<file path="src/rtl/keypad_pkg.sv">
// Shared definitions for the keypad scanner: FSM state encoding and the
// default values of the scanner parameters.
package keypad_pkg;

   localparam int ROWS_DEF            = 4;
   localparam int COLS_DEF            = 4;
   localparam int SCAN_CYCLES_DEF     = 4;
   localparam int DEBOUNCE_CYCLES_DEF = 16;
   localparam int FIFO_DEPTH_DEF      = 4;

   typedef enum logic [1:0] {
      SCAN     = 2'd0,
      DEBOUNCE = 2'd1,
      RELEASE  = 2'd2
   } scan_state_t;

endpackage

</file>
<file path="src/rtl/key_fifo.sv">
// Key-code buffer: small synchronous FIFO with valid/ready pop.
// Ports:
//   clk, rst     clock, asynchronous active-low reset
//   push         write push_data this cycle (ignored when full without a pop)
//   push_data    code to store
//   ready        consumer takes the head this cycle (pops when valid)
//   valid        FIFO not empty
//   head         oldest entry, 0 while empty
//   full         all DEPTH entries occupied
module key_fifo #(
   parameter int WIDTH = 4,
   parameter int DEPTH = 4
) (
   input  logic             clk,
   input  logic             rst,
   input  logic             push,
   input  logic [WIDTH-1:0] push_data,
   input  logic             ready,
   output logic             valid,
   output logic [WIDTH-1:0] head,
   output logic             full
);

   localparam int AW = $clog2(DEPTH);

   logic [WIDTH-1:0] mem [DEPTH];
   logic [AW:0]      wr_ptr;
   logic [AW:0]      rd_ptr;
   logic             pop;
   logic             wr_en;

   // Extra pointer bit distinguishes full from empty when the indices meet.
   assign valid = (wr_ptr != rd_ptr);
   assign full  = (wr_ptr[AW] != rd_ptr[AW]) && (wr_ptr[AW-1:0] == rd_ptr[AW-1:0]);
   assign pop   = valid & ready;
   // A full buffer still accepts when the head leaves in the same cycle.
   assign wr_en = push & (~full | pop);
   assign head  = valid ? mem[rd_ptr[AW-1:0]] : '0;

   always_ff @(posedge clk) begin
      if (wr_en) mem[wr_ptr[AW-1:0]] <= push_data;
   end

   always_ff @(posedge clk or negedge rst) begin
      if (!rst) begin
         wr_ptr <= '0;
         rd_ptr <= '0;
      end else begin
         if (wr_en) wr_ptr <= wr_ptr + 1'b1;
         if (pop)   rd_ptr <= rd_ptr + 1'b1;
      end
   end

endmodule

</file>
<file path="src/rtl/keypad_scanner.sv">
// Matrix keypad scanner: drives one row at a time, qualifies a single key
// press with debounce, waits for a debounced release, and queues the key
// codes (row*COLS + col) in a small FIFO.
// Ports:
//   clk, rst      clock, asynchronous active-low reset
//   col_i         raw column sense (asynchronous, active-high)
//   row_drv_o     one-hot row drive
//   key_valid_o   a key code is available
//   key_code_o    oldest queued key code
//   key_ready_i   consumer takes key_code_o this cycle
//   overflow_o    sticky: a qualified key was dropped on a full FIFO
//   clr_ovf_i     clears overflow_o
//
// state    | meaning
// SCAN     | cycle through rows, sample columns at the end of each slot
// DEBOUNCE | row held, single-key candidate must stay stable
// RELEASE  | row held, waiting for a stable all-released column pattern
module keypad_scanner
   import keypad_pkg::*;
#(
   parameter  int ROWS            = ROWS_DEF,
   parameter  int COLS            = COLS_DEF,
   parameter  int SCAN_CYCLES     = SCAN_CYCLES_DEF,
   parameter  int DEBOUNCE_CYCLES = DEBOUNCE_CYCLES_DEF,
   parameter  int FIFO_DEPTH      = FIFO_DEPTH_DEF,
   localparam int CW              = $clog2(ROWS*COLS)
) (
   input  logic            clk,
   input  logic            rst,
   input  logic [COLS-1:0] col_i,
   output logic [ROWS-1:0] row_drv_o,
   output logic            key_valid_o,
   output logic [CW-1:0]   key_code_o,
   input  logic            key_ready_i,
   output logic            overflow_o,
   input  logic            clr_ovf_i
);

   localparam int RW  = $clog2(ROWS);
   localparam int SW  = $clog2(SCAN_CYCLES);
   localparam int DW  = $clog2(DEBOUNCE_CYCLES);
   localparam int CIW = $clog2(COLS);

   localparam logic [SW-1:0] SLOT_LAST = SW'(SCAN_CYCLES - 1);
   localparam logic [DW-1:0] DEB_LAST  = DW'(DEBOUNCE_CYCLES - 1);
   localparam logic [RW-1:0] ROW_LAST  = RW'(ROWS - 1);

   scan_state_t     state, state_nxt;
   logic [RW-1:0]   row_idx, row_nxt, row_inc;
   logic [SW-1:0]   slot_cnt, slot_nxt;
   logic [DW-1:0]   deb_cnt, deb_nxt;
   logic [COLS-1:0] cand_col, cand_nxt;
   logic [COLS-1:0] col_s1, col_s2;
   logic [CIW-1:0]  col_idx;
   logic [CW-1:0]   push_code;
   logic            push;
   logic            pop;
   logic            full;
   logic            drop;

   always_ff @(posedge clk or negedge rst) begin
      if (!rst) begin
         col_s1 <= '0;
         col_s2 <= '0;
      end else begin
         col_s1 <= col_i;
         col_s2 <= col_s1;
      end
   end

   assign row_drv_o = ROWS'(1) << row_idx;
   assign row_inc   = (row_idx == ROW_LAST) ? '0 : row_idx + 1'b1;

   always_comb begin
      col_idx = '0;
      for (int c = 0; c < COLS; c++) begin
         if (cand_col[c]) col_idx = CIW'(c);
      end
   end

   assign push_code = CW'(row_idx) * CW'(COLS) + CW'(col_idx);

   always_comb begin
      state_nxt = state;
      row_nxt   = row_idx;
      slot_nxt  = slot_cnt;
      deb_nxt   = deb_cnt;
      cand_nxt  = cand_col;
      push      = 1'b0;
      case (state)
         SCAN: begin
            // Only the last cycle of a slot is sampled, so the synchroniser
            // has flushed the previous row's columns by then.
            if (slot_cnt == SLOT_LAST) begin
               slot_nxt = '0;
               if ($countones(col_s2) == 1) begin
                  cand_nxt  = col_s2;
                  deb_nxt   = '0;
                  state_nxt = DEBOUNCE;
               end else begin
                  row_nxt = row_inc;
               end
            end else begin
               slot_nxt = slot_cnt + 1'b1;
            end
         end
         DEBOUNCE: begin
            if (col_s2 == cand_col) begin
               if (deb_cnt == DEB_LAST) begin
                  push      = 1'b1;
                  deb_nxt   = '0;
                  state_nxt = RELEASE;
               end else begin
                  deb_nxt = deb_cnt + 1'b1;
               end
            end else begin
               deb_nxt   = '0;
               row_nxt   = row_inc;
               state_nxt = SCAN;
            end
         end
         RELEASE: begin
            if (col_s2 == '0) begin
               if (deb_cnt == DEB_LAST) begin
                  deb_nxt   = '0;
                  row_nxt   = row_inc;
                  state_nxt = SCAN;
               end else begin
                  deb_nxt = deb_cnt + 1'b1;
               end
            end else begin
               deb_nxt = '0;
            end
         end
         default: begin
            state_nxt = SCAN;
            row_nxt   = '0;
            slot_nxt  = '0;
            deb_nxt   = '0;
         end
      endcase
   end

   always_ff @(posedge clk or negedge rst) begin
      if (!rst) begin
         state    <= SCAN;
         row_idx  <= '0;
         slot_cnt <= '0;
         deb_cnt  <= '0;
         cand_col <= '0;
      end else begin
         state    <= state_nxt;
         row_idx  <= row_nxt;
         slot_cnt <= slot_nxt;
         deb_cnt  <= deb_nxt;
         cand_col <= cand_nxt;
      end
   end

   key_fifo #(
      .WIDTH (CW),
      .DEPTH (FIFO_DEPTH)
   ) u_fifo (
      .clk       (clk),
      .rst       (rst),
      .push      (push),
      .push_data (push_code),
      .ready     (key_ready_i),
      .valid     (key_valid_o),
      .head      (key_code_o),
      .full      (full)
   );

   assign pop  = key_valid_o & key_ready_i;
   assign drop = push & full & ~pop;

   // A drop in the same cycle as a clear request keeps the flag set.
   always_ff @(posedge clk or negedge rst) begin
      if (!rst)           overflow_o <= 1'b0;
      else if (drop)      overflow_o <= 1'b1;
      else if (clr_ovf_i) overflow_o <= 1'b0;
   end

endmodule

</file>
<file path="config.mk">
export PLATFORM = sky130hd
export DESIGN_NAME = keypad_scanner
export DESIGN_NICKNAME = d
export VERILOG_FILES = /design/src/rtl/keypad_pkg.sv /design/src/rtl/key_fifo.sv /design/src/rtl/keypad_scanner.sv
export SDC_FILE = /design/constraint.sdc
export NUM_CORES = 1
export LEC_CHECK = 0
export BUFFER_PORTS_ARGS = -buffer_cell sky130_fd_sc_hd__buf_4
export CAP_MARGIN = 20
export CORE_MARGIN = 2
export CORE_UTILIZATION = 40
export CTS_BUF_LIST = sky130_fd_sc_hd__clkbuf_8
export CTS_CLUSTER_DIAMETER = 40
export DETAILED_ROUTE_END_ITERATION = 12
export PLACE_DENSITY_LB_ADDON = 0.15
export RECOVER_POWER = 25
export SLEW_MARGIN = 20
export SYNTH_ARGS = -nofsm -noshare
export SYNTH_HDL_FRONTEND = slang
export SYNTH_HIERARCHICAL = 1
export SYNTH_SLANG_ARGS = --single-unit
</file>
<file path="constraint.sdc">
create_clock -name clk -period 3.5 [get_ports clk]
set_input_delay 0.7 -clock clk [delete_from_list [all_inputs] [get_ports clk]]
set_output_delay 0.7 -clock clk [all_outputs]
set_load 0.005 [all_outputs]
</file>
==> impl_metrics.json <==
{
  "slew_headroom_pct": -3.98,
  "crit_slowest_cell": "nor3_1",
  "regArea_sq_mm": 0.00121,
  "ys_seq_area_share_pct": 53.1,
  "rsz0062_at_grt": "no",
  "synthMuxAreaShare_pct": 7.55,
  "drt_pre_antenna_iters": 4,
  "cts_buffers": 5,
  "root_buffer": "clkbuf_8",
  "synthXorXnorAreaFrac_pct": 5.79,
  "cts_setup_buffers": 0,
  "die_y_um": 79.3,
  "clkTransAtPathRegs_ps": 90,
  "p_switching_mw": 0.411,
  "period_needed_ps": 2670,
  "portBuffers": 17,
  "peakVddDrop_mv": 0.207,
  "yosysWarnings": 6,
  "synth-simple-area-share_pct": 11.4,
  "clock_skew_ps": 12.6,
  "cts_max_level": 2,
  "yosysUniqueCellTypes": 47,
  "multiInputGateArea_sq_um": 992,
  "avgSynthCellArea_sq_um": 13.4,
  "dp_hpwl_mm": 2.81,
  "setup_viol": 0,
  "drt_iter0_markers": 47,
  "postRouteAntennaNets": 0,
  "swShare_pct": 28.9,
  "postCtsHoldBufs": 0,
  "synth_edf_count": 16,
  "antenna_cells": 0,
  "die-area_sq_mm": 0.00629,
  "cts_tree": "yes",
  "grt.busiest_layer": "met2",
  "synth_top_family_by_area": "simple AND/OR/NAND/NOR gates",
  "drt-wirelength-per-cell_um": 13.5,
  "ys_seq_elements": 45,
  "power.leakage_nw": 1.18,
  "antenna_found_initial": 0,
  "use_met2_pct": 22.3,
  "p_seq_share_pct": 49.0,
  "cts_resized": 0,
  "syn_nets": 196,
  "tightestPinTransition_ps": 1560,
  "ys_async_sr_fraction_pct": 64.4,
  "violations": "max-capacitance violations, max-slew violations",
  "final_cell_area_sq_mm": 0.00258,
  "placementRows": 27,
  "startpoint_type": "register",
  "routed_wl_mm": 3.57,
  "grt_use_met1_pct": 15.0,
  "fmax_ghz": 0.375,
  "critical_path_required_ps": 2800,
  "gp_congestion": 0.715,
  "mostFrequentLayoutCells": "dfrtp_1 (29), ha_1 (18), inv_1 (17)",
  "post-route-period-util_pct": 76.3,
  "grt_overflow": 0,
  "dominantRegCellSynth": "dfrtp_1",
  "synthCells": 169,
  "hold_path.class": "reg2reg",
  "coreArea_sq_mm": 0.00551,
  "placedInstanceArea_sq_mm": 0.00248,
  "drive_gt1_share_pct": 21.2,
  "nFillCells": 499,
  "drv_slew": 30,
  "grt_max_degree": 30,
  "die_w_um": 79.3,
  "grt_util_all_layers_pct": 12.9,
  "fin_tns_setup_ps": 0,
  "crit_path_end_kind": "output pin",
  "synthToLayoutAreaGrowth_pct": 13.8,
  "via_count": 1290,
  "comb_power_share_pct": 24.2,
  "grtUsageMet3_pct": 3.75,
  "final_common_cell": "dfrtp_1",
  "hold_violations": 0,
  "maxCapViolCount": 1,
  "start_util_pct": 41.2,
  "cts_max_path_buffers": 2,
  "fin_nets": 219,
  "via_per_inst": 4.87,
  "syn_area_sq_mm": 0.00227,
  "whs_ps": 352,
  "worst-path-max-fanout": 7,
  "cts.sinks": 45,
  "drcViolationCount": 0,
  "crit_chain": "xor2_4 > nor3_1 > inv_1 > buf_4",
  "grt_pass1_wl_mm": 6.21,
  "critPathMaxStageDelay_ps": 580,
  "critPathKind": "reg2out",
  "synth_compound_area_share_pct": 8.21,
  "p_int_mw": 1.01,
  "grt_pass1_vias": 1396,
  "synth_fa_ha_area_share_pct": 10.8,
  "cp.arrival_ps": 1970,
  "status": "complete, but fails checks",
  "ioPinCount": 18,
  "p_per_area_mw_per_mm2": 551,
  "clkLatencyLatePin_ps": 300,
  "clockPowerShare_pct": 26.8
}
## metrics by stage
step	instances	setup WS (ps)	utilization [%]	total power, mW
after floorplan	169	1090	-	0.941
after global placement	257	1020	45.0	1.04
after detailed placement	257	923	45.0	1.06
after CTS	265	747	47.0	1.45
after global routing	265	622	46.9	1.52
final	265	831	46.9	1.42
## per-layer routing
layer	share of wire (%)	routed length (um)
met4	2.1	75
met1	44	1560
met5	0	0
met3	2.9	102
met2	51	1830
## logic make-up after synthesis
family	Yosys count
flops	45
simple gates	42
compound gates	24
mux	10
buf+inv	17
xor+xnor	12
fa+ha+maj	19
## final timing paths
kind	slack, ps	to	cells past startpoint	from
setup / recovery	830	key_valid_o	4	u_fifo/rd_ptr[0]
hold / removal	350	col_s2[3]	0	col_s1[3]
setup reg to reg	930	deb_cnt[3]	10	col_s2[0]
hold reg to reg	350	col_s2[3]	0	col_s1[3]
max in group asynchronous	1810	row_idx[0]	1	rst
min in group asynchronous	780	deb_cnt[1]	1	rst
## worst max-delay path: cells and delay by family (launching register included)
family | cells | cell delay [ps]
XOR/XNOR | 1 | 250
buffers and inverters | 2 | 310
flip-flops | 1 | 540
AND/OR/NAND/NOR | 1 | 580
## layout make-up
cell class | count | area share (%)
tap | 72 | 3.49
clock inverter | 3 | 1.65
inverter | 16 | 2.32
timing repair buffer | 17 | 4.79
multi-input combinational | 107 | 38.4
clock buffer | 5 | 2.66
sequential | 45 | 46.7
## power by group through the flow
stage	logic (mW)	clock network (mW)	registers, mW
6_report	0.344	0.382	0.697
5_1_grt	0.395	0.419	0.710
4_1_cts	0.354	0.396	0.699
3_5_place_dp	0.354	0	0.709
3_3_place_gp	0.335	0	0.705
2_1_floorplan	0.251	0	0.690
## state kept, by name, summed over array words and instances (netlist names)
signal / flops
u_fifo/wr_ptr: 3
slot_cnt: 2
state: 2
overflow_o: 1
cand_col: 4
u_fifo/mem: 16
col_s2: 4
row_idx: 2
deb_cnt: 4
u_fifo/rd_ptr: 3
col_s1: 4
## synthesized netlist by cell type (2+ instances only)
master     n  share of area, %
o31ai_1    2              0.66
mux4_1     4               4.6
a21o_1     4               1.3
xnor2_1    6               2.3
nor3_1     3              0.66
ha_1      18               9.9
nor2b_1    4               1.1
o21ai_0    7               1.5
xor2_1     4               1.5
edfxtp_1  16                21
nor2_1     2              0.33
mux2_2     5               2.5
dfrtp_1   29                32
and3_1     4               1.1
nand3_1    2              0.44
inv_1     16               2.6
a31oi_1    2              0.55
nand2_1   12               2.0
No activity file was read; power rests on OpenSTA's default activity.
